**config.mk**
```make
export PLATFORM = sky130hd
export DESIGN_NAME = regfile_writeback
export DESIGN_NICKNAME = d
export VERILOG_FILES = /design/src/rtl/rv_pkg.sv /design/src/rtl/wb_fifo.sv /design/src/rtl/regfile_writeback.sv
export SDC_FILE = /design/constraint.sdc
export NUM_CORES = 1
export LEC_CHECK = 0
export BUFFER_PORTS_ARGS = -buffer_cell sky130_fd_sc_hd__buf_2
export CORE_MARGIN = 2
export CORE_UTILIZATION = 50
export DETAILED_ROUTE_END_ITERATION = 7
export GPL_TIMING_DRIVEN = 1
export PLACE_DENSITY = 0.82
export SYNTH_ARGS = -nofsm -noshare
export SYNTH_HDL_FRONTEND = slang
export SYNTH_SLANG_ARGS = --single-unit
```
**constraint.sdc**
```tcl
create_clock -name clk -period 3.9 [get_ports clk]
set_input_delay 0.195 -clock clk [delete_from_list [all_inputs] [get_ports clk]]
set_output_delay 0.195 -clock clk [all_outputs]
set_load 0.01 [all_outputs]
```
**src/rtl/rv_pkg.sv**
```systemverilog
// Shared writeback definitions: default widths, register count, FIFO entry
// layout and the register-index one-hot helper.
package rv_pkg;

    localparam int RV_DATA_W    = 32;
    localparam int RV_ADDR_W    = 5;
    localparam int RV_REG_COUNT = 32;

    typedef struct packed {
        logic [RV_ADDR_W-1:0] addr;
        logic [RV_DATA_W-1:0] data;
        logic                 kill;
    } wb_entry_t;

    function automatic logic [RV_REG_COUNT-1:0] addr_onehot(input logic [RV_ADDR_W-1:0] a);
        logic [RV_REG_COUNT-1:0] v;
        v    = {RV_REG_COUNT{1'b0}};
        v[a] = 1'b1;
        return v;
    endfunction

endpackage

```
**src/rtl/wb_fifo.sv**
```systemverilog
// Circular buffer of pending secondary writes. Entries can be killed in place by
// address match, and the live entries are reported as a register one-hot vector.
module wb_fifo
    import rv_pkg::*;
#(
    parameter int DEPTH = 4
) (
    input  logic                      clk,
    input  logic                      rst,
    input  logic                      push,
    input  wb_entry_t                 push_entry,
    input  logic                      pop,
    input  logic                      kill_en,
    input  logic [RV_ADDR_W-1:0]      kill_addr,
    output wb_entry_t                 head,
    output logic [$clog2(DEPTH):0]    count,
    output logic [RV_REG_COUNT-1:0]   live_onehot
);

    localparam int PW = $clog2(DEPTH);

    wb_entry_t         mem_q [DEPTH];
    wb_entry_t         mem_d [DEPTH];
    logic [PW-1:0]     head_q, head_d;
    logic [PW-1:0]     tail_q, tail_d;
    logic [PW:0]       count_q, count_d;
    logic [DEPTH-1:0]  occ_s;
    logic [RV_REG_COUNT-1:0] live_s;

    // Slot occupancy derived from the head pointer and count.
    always_comb begin
        logic [PW-1:0] off;
        off = {PW{1'b0}};
        for (int i = 0; i < DEPTH; i++) begin
            off      = PW'(i) - head_q;
            occ_s[i] = ({1'b0, off} < count_q);
        end
    end

    // Kill marking, enqueue at tail, dequeue at head.
    always_comb begin
        mem_d   = mem_q;
        head_d  = head_q;
        tail_d  = tail_q;
        count_d = count_q;
        for (int i = 0; i < DEPTH; i++) begin
            if (occ_s[i] && ((kill_en && (mem_q[i].addr == kill_addr)) ||
                             (push && (mem_q[i].addr == push_entry.addr)))) begin
                mem_d[i].kill = 1'b1;
            end else begin
                mem_d[i].kill = mem_q[i].kill;
            end
        end
        // The tail slot is never occupied when a push is allowed, so this wins cleanly.
        if (push) begin
            mem_d[tail_q] = push_entry;
            tail_d        = tail_q + 1'b1;
        end else begin
            tail_d = tail_q;
        end
        if (pop) begin
            head_d = head_q + 1'b1;
        end else begin
            head_d = head_q;
        end
        count_d = count_q + {{PW{1'b0}}, push} - {{PW{1'b0}}, pop};
    end

    // State registers with synchronous reset.
    always_ff @(posedge clk) begin
        if (rst) begin
            head_q  <= {PW{1'b0}};
            tail_q  <= {PW{1'b0}};
            count_q <= {(PW+1){1'b0}};
            for (int i = 0; i < DEPTH; i++) begin
                mem_q[i] <= {$bits(wb_entry_t){1'b0}};
            end
        end else begin
            head_q  <= head_d;
            tail_q  <= tail_d;
            count_q <= count_d;
            for (int i = 0; i < DEPTH; i++) begin
                mem_q[i] <= mem_d[i];
            end
        end
    end

    // One-hot of every occupied, non-killed entry.
    always_comb begin
        live_s = {RV_REG_COUNT{1'b0}};
        for (int i = 0; i < DEPTH; i++) begin
            if (occ_s[i] && !mem_q[i].kill) begin
                live_s = live_s | addr_onehot(mem_q[i].addr);
            end else begin
                live_s = live_s;
            end
        end
        live_s[0] = 1'b0;
    end

    assign head        = mem_q[head_q];
    assign count       = count_q;
    assign live_onehot = live_s;

endmodule

```
**src/rtl/regfile_writeback.sv**
```systemverilog
// Register-file write-port controller: merges the in-order primary result with
// buffered long-latency writes and publishes a pending-write scoreboard.
module regfile_writeback
    import rv_pkg::*;
#(
    parameter int DATA_W = RV_DATA_W,
    parameter int ADDR_W = RV_ADDR_W,
    parameter int DEPTH  = 4
) (
    input  logic                      clk,
    input  logic                      rst,
    input  logic                      p_valid,
    input  logic [ADDR_W-1:0]         p_addr,
    input  logic [DATA_W-1:0]         p_data,
    input  logic                      s_valid,
    output logic                      s_ready,
    input  logic [ADDR_W-1:0]         s_addr,
    input  logic [DATA_W-1:0]         s_data,
    output logic                      WE3,
    output logic [ADDR_W-1:0]         A3,
    output logic [DATA_W-1:0]         WD3,
    output logic [RV_REG_COUNT-1:0]   busy,
    output logic [$clog2(DEPTH):0]    fifo_count
);

    localparam int CW = $clog2(DEPTH) + 1;

    logic                    p_req_s;
    logic                    s_push_s;
    logic                    pop_s;
    wb_entry_t               push_entry_s;
    wb_entry_t               head_s;
    logic [CW-1:0]           count_s;
    logic [RV_REG_COUNT-1:0] live_s;
    logic [RV_REG_COUNT-1:0] busy_s;

    logic                    we_q, we_d;
    logic [ADDR_W-1:0]       a_q, a_d;
    logic [DATA_W-1:0]       wd_q, wd_d;

    // Ready depends only on the registered count, never on this cycle's pop.
    assign s_ready = !rst && (count_s < CW'(DEPTH));

    // Request qualification: register 0 writes vanish from both sources.
    always_comb begin
        p_req_s           = p_valid && (p_addr != {ADDR_W{1'b0}});
        s_push_s          = s_valid && s_ready && (s_addr != {ADDR_W{1'b0}});
        push_entry_s.addr = s_addr;
        push_entry_s.data = s_data;
        push_entry_s.kill = p_req_s && (p_addr == s_addr);
        pop_s             = !p_req_s && (count_s != {CW{1'b0}});
    end

    wb_fifo #(
        .DEPTH (DEPTH)
    ) u_fifo (
        .clk         (clk),
        .rst         (rst),
        .push        (s_push_s),
        .push_entry  (push_entry_s),
        .pop         (pop_s),
        .kill_en     (p_req_s),
        .kill_addr   (p_addr),
        .head        (head_s),
        .count       (count_s),
        .live_onehot (live_s)
    );

    // Output slot selection: primary first, then FIFO head; killed heads pop silently.
    always_comb begin
        we_d = 1'b0;
        a_d  = a_q;
        wd_d = wd_q;
        if (p_req_s) begin
            we_d = 1'b1;
            a_d  = p_addr;
            wd_d = p_data;
        end else if (pop_s) begin
            if (!head_s.kill) begin
                we_d = 1'b1;
                a_d  = head_s.addr;
                wd_d = head_s.data;
            end else begin
                we_d = 1'b0;
            end
        end else begin
            we_d = 1'b0;
        end
    end

    // Write-port registers.
    always_ff @(posedge clk) begin
        if (rst) begin
            we_q <= 1'b0;
            a_q  <= {ADDR_W{1'b0}};
            wd_q <= {DATA_W{1'b0}};
        end else begin
            we_q <= we_d;
            a_q  <= a_d;
            wd_q <= wd_d;
        end
    end

    // Scoreboard: live queued writes plus the write currently on the port.
    always_comb begin
        busy_s = live_s;
        if (we_q) begin
            busy_s = busy_s | addr_onehot(a_q);
        end else begin
            busy_s = busy_s;
        end
        busy_s[0] = 1'b0;
    end

    assign WE3        = we_q;
    assign A3         = a_q;
    assign WD3        = wd_q;
    assign busy       = busy_s;
    assign fifo_count = count_s;

endmodule

```
==> metrics.cfg <==
[worst_setup_path]
crit_arrival_ns = 3.30
crit_type = reg2out
reg2reg_setup_slack_ns = 0.88
path_cells = xnor2_1, ha_1, nor2b_1, a221o_1, nor3_1, a221oi_1, nand2_1, buf_2
critPathCapture = busy[25]
startpoint = u_fifo.head_q[0]$_SDFFE_PP0P_
cp_data_required_time_ns = 3.70
ff2ff_path_depth = 6
rr_endpoint = WD3[15]$_SDFFE_PP0P_
cpPeakStageDelay_ns = 0.77
path_max_fanout = 12
r2r_start = u_fifo.head_q[1]$_SDFFE_PP0P_
startpoint_type = register
cpMaxStageDelayCell = nor3_1
crit_path_end_kind = output port

[synthesis]
post-synth-top-count-cell = nand2_1
synth_area_sq_mm = 0.0105
synth-seq-area-share = 0.374
netlist.area_leader.share = 0.374
async_flop_share = 0
syn_inst = 1298
netlist-cell-type-count = 59
synth.avg_cell_area_sq_um = 8.12
synth_nets = 1387
synthTopCellsByCount = nand2_1 (361), dfxtp_1 (197), a21oi_1 (158)
ys_ff_latch = 197
synthTopCellsByArea = dfxtp_1 (37%), nand2_1 (13%), mux4_2 (8.1%)
ys_warn_count = 0
synth_edf_count = 0
synth_flop_cell = dfxtp_1
yosys.area.top_type = dfxtp_1

[timing]
rsz0062_at_grt = no
fin_ws_ns = 0.406
max-slew-margin-rel = 0.280
tns_ns = 0
final.min_clock_period_ns = 3.49
fmax_ghz = 0.286
skew_ns = 0.0109
worstMarginPinSlew_ns = 1.08
finalSetupViolCount = 0
report.final.slew_viol_count = 0
hold_violations = 0
finalCritPeriodShare = 0.896

[place]
dp_slack_ns = 0.935
io_buffer_count = 150
routabilityCongestion = 0.951
place_hpwl_microns = 20400
placed_area_sq_mm = 0.0112

[floorplanning]
die_h_microns = 149
dieArea_sq_mm = 0.0223
num_rows = 53
fp.coreArea_sq_mm = 0.0209
ios = 152
chipWidth_microns = 149
initial_core_util = 0.505

[route]
ant_nets = 0
drt-met1-wl_microns = 12900
drt-total-wl_microns = 31700
num_vias = 10000
wl_per_cell_microns = 18.8
highest_layer = met5
drt_iter0_markers = 947
vias_per_cell = 5.93
dr.pass1.iters = 7
drcViolationCount = 0
met3_length_microns = 2890
wl_met2_microns = 14800

[clock_tree]
worstSkewPairLatency_ns = 0.44
post_cts_buffers = 0
postCtsHoldBufs = 32
clock_sinks = 197
htreeDepth = 4
cts_tree = done
root_buffer = clkbuf_16
cts_buffer_depth = 2
ctsResizeCount = 0
numCtsBuffers = 17
clk_pin_slew_ns = 0.07

[flow_run]
cap_violations = 0

[cells_and_area]
postLayoutCellArea_sq_mm = 0.0121
fill_cells = 1876
fin_nets = 1487
area_growth_syn_to_layout_pct = 14.3
drive_gt1_frac = 0.205

[grt]
grt.total_usage = 0.281
antenna_found_initial = 4
grt_pass1_wl_microns = 49600
grt_pass1_vias = 9445
overflow = 0
grt_max_degree = 94

[power_and_ir_drop]
p_per_area_mw_per_mm2 = 469
peakVddDrop_mv = 0.369
p_leak_nw = 4.49
total_power_w = 0.00565

[outcome]
status = finished clean

[hold_path]
hp-class = in2reg

logic make-up after synthesis:
group                    after synthesis  synth area share
adder cells (fa/ha/maj)               11            0.0138
multiplexers                          75             0.116
other                                  1          0.000356
AO/OA/AOI/OAI                        281             0.160
buffers and inverters                131            0.0638
flip-flops                           197             0.374
AND/OR/NAND/NOR                      551             0.229
XOR/XNOR                              51            0.0424
critical path, delay by kind of cell (launching register included):
| kind | cells | cell delay [ns] |
|---|---|---|
| AOI/OAI and AO/OA | 2 | 0.71 |
| xor gates and xnor gates | 1 | 0.19 |
| adders and majority gates | 1 | 0.28 |
| buffers and inverters | 1 | 0.13 |
| DFF | 1 | 0.51 |
| and+or+nand+nor | 3 | 1.03 |
power by group:
| part | internal [W] | total, W | leakage [nW] | switching (W) |
|---|---|---|---|---|
| logic | 0.000712 | 0.00172 | 2.62 | 0.00101 |
| clock network | 0.000862 | 0.00165 | 0.267 | 0.000792 |
| registers | 0.00213 | 0.00228 | 1.60 | 0.000152 |
| total | 0.00370 | 0.00565 | 4.49 | 0.00195 |
cell usage in the layout (no fill, tap or decap), types with 24 or more instances in the layout:
cell,Yosys,layout
a21oi_1,158,158
a22oi_1,24,24
buf_2,19,149
dfxtp_1,197,195
dlygate4sd3_1,0,32
mux2i_1,37,37
mux4_2,38,38
nand2_1,361,361
nand2_2,24,24
nand3_1,28,28
nor2_1,52,51
o21ai_0,29,29
xnor2_1,27,27
xor2_1,24,24
through the flow:
step / instances / hold slack (ns) / util
2_1_floorplan: 1298 / 0.304 / -
3_3_place_gp: 1622 / 0.387 / 0.535
3_5_place_dp: 1622 / 0.396 / 0.535
4_1_cts: 1686 / 0.00448 / 0.576
5_1_grt: 1686 / 0.0166 / 0.576
6_report: 1690 / 0.0170 / 0.577
worst min path at each step:
stage,startpoint,endpoint,depth (start not counted)
5_1_grt,s_data[1],u_fifo.mem_q[40]$_SDFFE_PP0P_,3
6_report,s_data[1],u_fifo.mem_q[2]$_SDFFE_PP0P_,3
4_1_cts,s_data[7],u_fifo.mem_q[84]$_SDFFE_PP0P_,3
3_3_place_gp,p_data[15],WD3[15]$_SDFFE_PP0P_,3
3_5_place_dp,p_data[24],WD3[24]$_SDFFE_PP0P_,3
2_1_floorplan,p_data[0],WD3[0]$_SDFFE_PP0P_,2
per-layer routing:
metal	global-route usage	up-vias
met3	0.0609	101
met2	0.460	562
met1	0.360	4709
met5	0	-
met4	0.117	2
li1	-	4643
state kept, by name, indices dropped and copies added, names as in the netlist:
register       count
u_fifo.count       3
WD3               32
u_fifo.head_q      2
u_fifo.mem_q     152
WE3                1
A3                 5
u_fifo.tail_q      2
final cells by class:
| type | count | area (sq um) | share of cell area |
|---|---|---|---|
| multi-input cells | 970 | 5940 | 0.493 |
| clock buffers | 20 | 457 | 0.0379 |
| diodes | 4 | 10.0 | 0.000831 |
| repair buffers | 198 | 1210 | 0.100 |
| well taps | 275 | 344 | 0.0286 |
| inverters | 14 | 55.1 | 0.00457 |
| flip-flops and latches | 197 | 3950 | 0.327 |
| clock inverters | 12 | 95.1 | 0.00789 |
Note: power is estimated with default switching activity, not from simulation.
